**src/rtl/life_ctrl_pkg.sv**
```systemverilog
// Shared types and default geometry for the life_engine pass sequencer.
package life_ctrl_pkg;

    localparam int unsigned ROWS  = 128;
    localparam int unsigned RBITS = 7;

    typedef enum logic [1:0] {IDLE, LOAD, PASS, DRAIN} ctrl_state_t;

    typedef logic [RBITS-1:0] row_idx_t;

endpackage

```
**src/rtl/life_wr_align.sv**
```systemverilog
// Write-side delay line: carries {valid,row} from a pass read to the cycle its output row is written.
module life_wr_align #(
    parameter int unsigned WLAT  = 4,
    parameter int unsigned RBITS = 7
) (
    input  logic             clk,
    input  logic             reset,
    input  logic             in_valid,
    input  logic [RBITS-1:0] in_row,
    output logic             out_valid,
    output logic [RBITS-1:0] out_row
);

    logic [WLAT-1:0]  vld;
    logic [RBITS-1:0] row [WLAT];

    always_ff @(posedge clk) begin
        if (reset) begin
            vld <= '0;
            for (int unsigned i = 0; i < WLAT; i++) row[i] <= '0;
        end else begin
            vld[0] <= in_valid;
            row[0] <= in_row;
            for (int unsigned i = 1; i < WLAT; i++) begin
                vld[i] <= vld[i-1];
                row[i] <= row[i-1];
            end
        end
    end

    assign out_valid = vld[WLAT-1];
    assign out_row   = row[WLAT-1];

endmodule

```
**src/rtl/life_pass_ctrl.sv**
```systemverilog
// Initiator-side sequencer for life_engine: image load, toroidal generation passes
// between two memory banks, and single-row video reads.
module life_pass_ctrl
    import life_ctrl_pkg::*;
#(
    parameter int unsigned WIDTH   = 256,
    parameter int unsigned DEPTH   = 2 * ROWS,
    parameter int unsigned DBITS   = RBITS + 1,
    parameter int unsigned GENS    = 1,
    parameter int unsigned WLAT    = 4,
    parameter int unsigned VID_LAT = 3,
    parameter int unsigned NPW     = 16
) (
    input  logic             clk,
    input  logic             reset,
    input  logic             start,
    input  logic [NPW-1:0]   npass,
    input  logic             init_start,
    input  logic             init_valid,
    input  logic [WIDTH-1:0] init_row,
    output logic             init_ready,
    input  logic             vid_req,
    input  logic [DBITS-2:0] vid_row,
    output logic             vid_ack,
    output logic             vid_valid,
    output logic             busy,
    output logic             done,
    output logic             bank,
    output logic [DBITS-1:0] raddr,
    output logic [DBITS-1:0] waddr,
    output logic             we,
    output logic             sh,
    output logic             ld,
    output logic             init,
    output logic [WIDTH-1:0] init_data
);

    localparam int unsigned RW    = DBITS - 1;
    localparam int unsigned NROWS = DEPTH / 2;
    localparam int unsigned CW    = RW + 2;
    localparam logic [CW-1:0] LAST_RD  = CW'(NROWS + 2 * GENS - 1);
    localparam logic [CW-1:0] FIRST_WR = CW'(2 * GENS);
    localparam logic [RW-1:0] LAST_ROW = RW'(NROWS - 1);

    ctrl_state_t         state, state_d;
    logic [CW-1:0]       cnt, cnt_d;
    logic [NPW-1:0]      pass_cnt, pass_d;
    logic                bank_d, done_d;
    logic [VID_LAT-1:0]  vid_pipe;
    logic                load_we;
    logic                wa_in_valid, wa_valid;
    logic [RW-1:0]       wa_in_row, wa_row;

    life_wr_align #(
        .WLAT  (WLAT),
        .RBITS (RW)
    ) u_wr_align (
        .clk       (clk),
        .reset     (reset),
        .in_valid  (wa_in_valid),
        .in_row    (wa_in_row),
        .out_valid (wa_valid),
        .out_row   (wa_row)
    );

    always_ff @(posedge clk) begin
        if (reset) begin
            state    <= IDLE;
            cnt      <= '0;
            pass_cnt <= '0;
            bank     <= 1'b0;
            done     <= 1'b0;
            vid_pipe <= '0;
        end else begin
            state       <= state_d;
            cnt         <= cnt_d;
            pass_cnt    <= pass_d;
            bank        <= bank_d;
            done        <= done_d;
            vid_pipe[0] <= ld;
            for (int unsigned i = 1; i < VID_LAT; i++) vid_pipe[i] <= vid_pipe[i-1];
        end
    end

    assign vid_valid = vid_pipe[VID_LAT-1];

    always_comb begin
        state_d     = state;
        cnt_d       = cnt;
        pass_d      = pass_cnt;
        bank_d      = bank;
        done_d      = 1'b0;
        raddr       = '0;
        sh          = 1'b0;
        ld          = 1'b0;
        vid_ack     = 1'b0;
        init        = 1'b0;
        init_ready  = 1'b0;
        load_we     = 1'b0;
        wa_in_valid = 1'b0;
        wa_in_row   = '0;

        unique case (state)
            IDLE: begin
                if (init_start) begin
                    state_d = LOAD;
                    cnt_d   = '0;
                end else if (start) begin
                    if (npass == '0) begin
                        done_d = 1'b1;
                    end else begin
                        state_d = PASS;
                        cnt_d   = '0;
                        pass_d  = npass;
                    end
                end else if (vid_req) begin
                    ld      = 1'b1;
                    vid_ack = 1'b1;
                    raddr   = {bank, vid_row};
                end
            end
            LOAD: begin
                init       = 1'b1;
                init_ready = 1'b1;
                if (init_valid) begin
                    load_we = 1'b1;
                    cnt_d   = cnt + 1'b1;
                    if (cnt[RW-1:0] == LAST_ROW) begin
                        state_d = IDLE;
                        done_d  = 1'b1;
                        cnt_d   = '0;
                    end
                end
            end
            PASS: begin
                // Read index i fetches row (i-GENS) mod ROWS; the first 2*GENS reads only prime the engine.
                sh          = 1'b1;
                raddr       = {bank, cnt[RW-1:0] - RW'(GENS)};
                wa_in_valid = (cnt >= FIRST_WR);
                wa_in_row   = cnt[RW-1:0] - RW'(2 * GENS);
                cnt_d       = cnt + 1'b1;
                if (cnt == LAST_RD) begin
                    state_d = DRAIN;
                    cnt_d   = '0;
                end
            end
            DRAIN: begin
                if (wa_valid && wa_row == LAST_ROW) begin
                    bank_d = ~bank;
                    pass_d = pass_cnt - 1'b1;
                    if (pass_cnt == NPW'(1)) begin
                        state_d = IDLE;
                        done_d  = 1'b1;
                    end else begin
                        state_d = PASS;
                        cnt_d   = '0;
                    end
                end
            end
            default: state_d = IDLE;
        endcase

        we = load_we | wa_valid;
        if (load_we)       waddr = {bank, cnt[RW-1:0]};
        else if (wa_valid) waddr = {~bank, wa_row};
        else               waddr = '0;

        init_data = init ? init_row : '0;
        busy      = (state != IDLE);
    end

endmodule

```
**config.mk**
```make
export PLATFORM = sky130hd
export DESIGN_NAME = life_pass_ctrl
export DESIGN_NICKNAME = d
export VERILOG_FILES = /design/src/rtl/life_ctrl_pkg.sv /design/src/rtl/life_wr_align.sv /design/src/rtl/life_pass_ctrl.sv
export SDC_FILE = /design/constraint.sdc
export NUM_CORES = 1
export LEC_CHECK = 0
export BUFFER_PORTS_ARGS = -buffer_cell sky130_fd_sc_hd__buf_2
export CAP_MARGIN = 20
export CORE_AREA = 2 2 220 222
export DETAILED_ROUTE_END_ITERATION = 10
export DIE_AREA = 0 0 222 224
export PLACE_DENSITY = 0.39
export SYNTH_ARGS = -nofsm -noshare
export SYNTH_HDL_FRONTEND = slang
export SYNTH_SLANG_ARGS = --single-unit
```
**constraint.sdc**
```tcl
create_clock -name clk -period 3.5 [get_ports clk]
set_input_delay 0.525 -clock clk [delete_from_list [all_inputs] [get_ports clk]]
set_output_delay 0.525 -clock clk [all_outputs]
set_load 0.05 [all_outputs]
```
# == After elaboration in Yosys (flattened, before gate mapping) ==
# Memories as Yosys holds them, arrays and structs flattened.
# Cells that the tools add are included.
# op_classes
add_sub_neg,4
n_lt_le_gt_ge,1
eq_ne,17
mux,54
bitwise,7
reduce_logical,10
# op_table
operator,n
2-to-1 mux 256 bit,1
2-to-1 mux 9 bit,8
2-to-1 mux 16 bit,4
2-to-1 mux 8 bit,5
case mux 9 bit (4 select lines),1
2-to-1 mux 7 bit,5
case mux 16 bit (2 select lines),1
2-to-1 mux 1 bit,18
"== test 16 x 1 -> 1 bit, second input constant",1
zero test 16 bit,1
2-to-1 mux 2 bit,8
"inequality test 2 bit, second input constant",8
case mux 8 bit (2 select lines),1
"subtractor 16 x 1 -> 16 bit, second input constant",1
"== test 7 bit, second input constant",2
AND reduction 5 bit,2
"adder 9 x 1 -> 9 bit, second input constant",1
"== test 9 x 8 -> 1 bit, second input constant",1
"greater-or-equal comparator 9 x 2 -> 1 bit, second input constant",1
case mux 2 bit (4 select lines),1
"subtractor 7 x 1 -> 7 bit, second input constant",1
"subtractor 7 x 2 -> 7 bit, second input constant",1
"inequality test 3 bit, second input constant",2
AND reduction 6 bit,1
other kinds (10),17
# totals
regBits,36
ramBits,28
input_bits,285
output_inout_bits,282
elab_cells,102
memories,1
# mem_list
memory,words,word_bits,rd,rd_clocked_by_memory_dff,wr,line,rtl
u_wr_align.row,4,7,4,0,4,life_wr_align.sv:15,logic [RBITS-1:0] row [WLAT];

# == Longest topological paths before layout ==
# logic_depth
word_depth,5
ltp_mapped,8
depth_no_buf,7

# == Modules after synthesis ==
# A second synthesis with hierarchy kept.
# hier_totals
hier_cells,710
hier_area_um2,5216.3
# by_module_without_submodules
module,n_inst,cells_each,area_each_um2,seq_area_each_um2
life_pass_ctrl,1,643,4352.9,640.6
life_wr_align,1,67,863.3,640.6

# == Least setup slack after synthesis ==
# No wires, ideal clock.
# synth_timing
path_kind,register to output
start,register state[1]
end,output waddr[5]
arrival_ns,2.638
required_time_ns,2.975
slack_ns,0.337
stages_incl_launch_ff,8
n_path_buf,3
cell_sequence,dfxtp_1 inv_1 ha_1 clkbuf_1 and2_1 clkbuf_1 clkbuf_1 o21ai_0
# synth_between
elab_chain_len,3
# synth_lines
element,line,rtl
from (decl),life_pass_ctrl.sv:45,"ctrl_state_t state, state_d;"
from (signal assigned),life_pass_ctrl.sv:75,state <= state_d;
== test 2 x 1 -> 1 bit,life_pass_ctrl.sv:103,unique case (state)
2-to-1 mux 1 bit,life_pass_ctrl.sv:103,
2-to-1 mux 8 bit,life_pass_ctrl.sv:164,"if (load_we) waddr = {bank, cnt[RW-1:0]};"
to (decl),life_pass_ctrl.sv:30,"output logic [DBITS-1:0] waddr,"
# No other way between the ends.

# == Final worst setup path ==
# layout_timing
start,register state[1]
end,output init_data[37]
# layout_between
elab_chain_len,3
# layout_lines
element,line,rtl
== test 2 x 1 -> 1 bit,life_pass_ctrl.sv:103,
2-to-1 mux 1 bit,life_pass_ctrl.sv:103,
2-to-1 mux 256 bit,life_pass_ctrl.sv:168,init_data = init ? init_row : '0;
to (decl),life_pass_ctrl.sv:35,output logic [WIDTH-1:0] init_data
# No other way between the ends.

==> run_results.csv <==
group,metric,value,unit
power_and_ir_drop,swShare,63.6,%
power_and_ir_drop,seqPwrFrac,11.6,%
setup_path,slowest_stage,"and2_1",
clocking,clock_latency,340,ps
synth,async_reset_ff_share,0,%
global_routing,antenna_found_initial,42,
die,die_h,224,um
routing,top_layer,"met5",
routing,dr_wl_met3,4200,um
status,status,"finished, final reports clean",
power_and_ir_drop,max-vdd-ir-drop,0.588,mV
setup_path,cp_slowest_stage_delay,350,ps
global_routing,grt_pass1_vias,7000,
finish,n_fill_cell,5437,
clocking,cts_buffer_depth,2,
die,start_util,10.7,%
power_and_ir_drop,power_frac_clock,12.8,%
finish,final_cell_mix,"buf_2, and2_1, dfxtp_1, nand2_1, nor2_1",
timing,rsz0062_at_grt,"false",
routing,routed_wl,42700,um
clocking,cts-resized-gates,0,
timing,fin_crit_sh,85.2,%
setup_path,end_kind,"output pin",
global_routing,grt_usage,16.3,%
power_and_ir_drop,p_sw,4.97,mW
timing,max_freq,0.335,GHz
synth,ys_ff_latch,64,
setup_path,path_class,"reg -> out",
timing,drv_slew,0,
finish,seqCellArea,1280,um2
timing,worst_slack,519,ps
die,die-area,49700,um2
finish,final_core_util,18.7,%
timing,setup_viol,0,
power_and_ir_drop,p_comb_share,75.6,%
global_routing,grt_pass1_wl,57300,um
timing,relSlewSlack,18.4,%
die,row_count,80,
setup_path,crit_chain,"inv_1, ha_4, buf_12, and2_1, buf_2",
finish,multi_input_area,3500,um2
clocking,clk_pin_slew,60,ps
finish,nets,1526,
clocking,cts_tree,"done",
timing,period_needed,2980,ps
placement,gp_congestion,0.882,
routing,drt_iter0_markers,397,
die,coreArea,47300,um2
run,max-cap-violations,0,
hold_path,hp-class,"reg -> reg",
clocking,postCtsHoldBufs,0,
synth,synth_cells,699,
routing,detail-route-antenna-nets,0,
synth,synth.distinct_cells,57,
setup_path,arrival,2460,ps
finish,mostFrequentLayoutCell,"buf_2",
clocking,cts_root_buf,"clkbuf_16",
setup_path,worstPathRequired,2970,ps
timing,hold_viol,0,
global_routing,globalRouteOverflowTotal,0,
routing,drt-met1-wl,17200,um
global_routing,grt_max_degree,263,
routing,num_vias,7209,
power_and_ir_drop,power_density,881,nW/um2
power_and_ir_drop,p_leak,4.81,nW
clocking,clock-sinks,64,
synth,synth_area,5050,um2
power_and_ir_drop,total_power,7.82,mW
synth,synth_nets,997,
routing,wl_met2,20500,um
synth,syn_avg_cell_area,7.23,um2
clocking,cts_made_buffers,9,
power_and_ir_drop,p_int,2.85,mW
routing,drt-vias-per-instance,3.89,
timing,skew,7.39,ps
setup_path,startpoint_type,"flip-flop",
routing,wire_per_inst,23.0,um
placement,port_buffers,566,
die,pin_count,567,
synth,ys.warnings.count,0,
synth,synth-edff-count,0,
placement,dp.final_hpwl,36900,um
placement,place_inst,1832,
timing,worst_slew_pin_slew,1220,ps
synth,synthFlopType,"dfxtp_1",
setup_path,cp_max_fo,262,
timing,setup_tns,0,ps
finish,drive_above_1_share,48.9,%
synth,synth_seq_area_share,25.4,%
finish,area_growth,75.7,%
routing,drt_first_pass_iters,5,
placement,post-place-ws,732,ps
clocking,post_cts_buffers,0,
finish,finalNonFillerCells,1855,
routing,drc_errors,0,
die,die_w,222,um
clocking,cts_max_level,3,
## Yosys cell counts (2+ instances only)
master	instances	area, um2
nand3_1	4	20.0
nor2_1	32	120
or4_4	2	22.5
o211ai_1	7	52.6
nor3_1	10	50.1
o21ai_0	26	130
ha_1	13	163
nand4_1	6	37.5
nor4_1	10	62.6
or3_2	2	15.0
mux2i_1	4	40.0
nand2_1	53	199
nand3b_1	2	15.0
a21o_1	2	15.0
o21a_1	4	30.0
buf_4	2	15.0
and2_1	258	1610
xor2_1	3	26.3
inv_1	14	52.6
and3_1	4	25.0
clkbuf_1	56	210
nor3b_1	2	15.0
dfxtp_1	64	1280
a211o_1	2	17.5
a21oi_1	24	120
o32ai_1	9	78.8
or3_1	6	37.5
nand2b_1	6	37.5
or2_2	2	12.5
a22oi_1	2	15.0
a31oi_1	3	18.8
xnor2_1	6	52.6
a32o_1	5	50.1
nor2b_1	31	194
## path summary, 6_finish.rpt
check                                  from            end  slack [ps]  depth (start not counted)
worst min register to register  vid_pipe[0]    vid_pipe[1]         430                          1
worst min-delay path            vid_pipe[0]    vid_pipe[1]         430                          1
worst max register to register  pass_cnt[1]   pass_cnt[14]         710                          7
worst max-delay path               state[1]  init_data[37]         520                          5
## kinds of logic (layout without fill, tap and decap cells)
| logic type | Yosys count | in the layout | share of synthesized area [%] |
|---|---|---|---|
| multiplexers | 5 | 5 | 1.02 |
| buffers and inverters | 74 | 608 | 5.67 |
| AO/OA/AOI/OAI | 100 | 100 | 13.4 |
| other | 0 | 7 | 0 |
| flip-flops | 64 | 64 | 25.4 |
| adder cells (fa/ha/maj) | 13 | 13 | 3.22 |
| AND/OR/NAND/NOR | 434 | 434 | 49.7 |
| XOR/XNOR | 9 | 9 | 1.56 |
## area by class of cell
| type | count | area share [%] |
|---|---|---|
| Multi-Input combinational cell | 561 | 39.4 |
| Timing Repair Buffer | 577 | 33.0 |
| Sequential cell | 64 | 14.4 |
| Tap cell | 615 | 8.67 |
| Clock buffer | 9 | 2.54 |
| Clock inverter | 7 | 1.16 |
| Inverter | 15 | 0.634 |
| Antenna cell | 7 | 0.197 |
## through the flow
step | hold slack, ps | cell area (um2)
floorplan | 414 | 5050
global placement | 415 | 8530
detailed placement | 423 | 8530
CTS | 437 | 8860
global route | 448 | 8860
finish | 434 | 8880
## layer usage
| metal | track usage, % | up-vias |
|---|---|---|
| met4 | 2.29 | 2 |
| met2 | 28.4 | 359 |
| met1 | 19.4 | 3408 |
| li1 | - | 3358 |
| met3 | 6.41 | 82 |
| met5 | 0 | - |
## worst max-delay path, delay by kind of cell (launching register included)
| kind | cells | cell delay (ps) |
|---|---|---|
| buf+inv | 3 | 760 |
| flops | 1 | 320 |
| simple gates | 1 | 350 |
| fa+ha+maj | 1 | 170 |
## power groups by stage
stage	sequential, mW	combinational (mW)	clock [mW]
floorplan	0.894	4.39	0
global placement	0.919	5.92	0
detailed placement	0.921	5.90	0
CTS	0.904	5.93	1.03
global route	0.921	6.24	1.06
finish	0.906	5.91	1.00
## sequential cells by signal, indices dropped and copies added, names as in the netlist
register        count
u_wr_align.row     28
pass_cnt           16
cnt                 9
u_wr_align.vld      4
vid_pipe            3
state               2
bank                1
done                1
No activity file was read; power rests on OpenSTA's default activity.
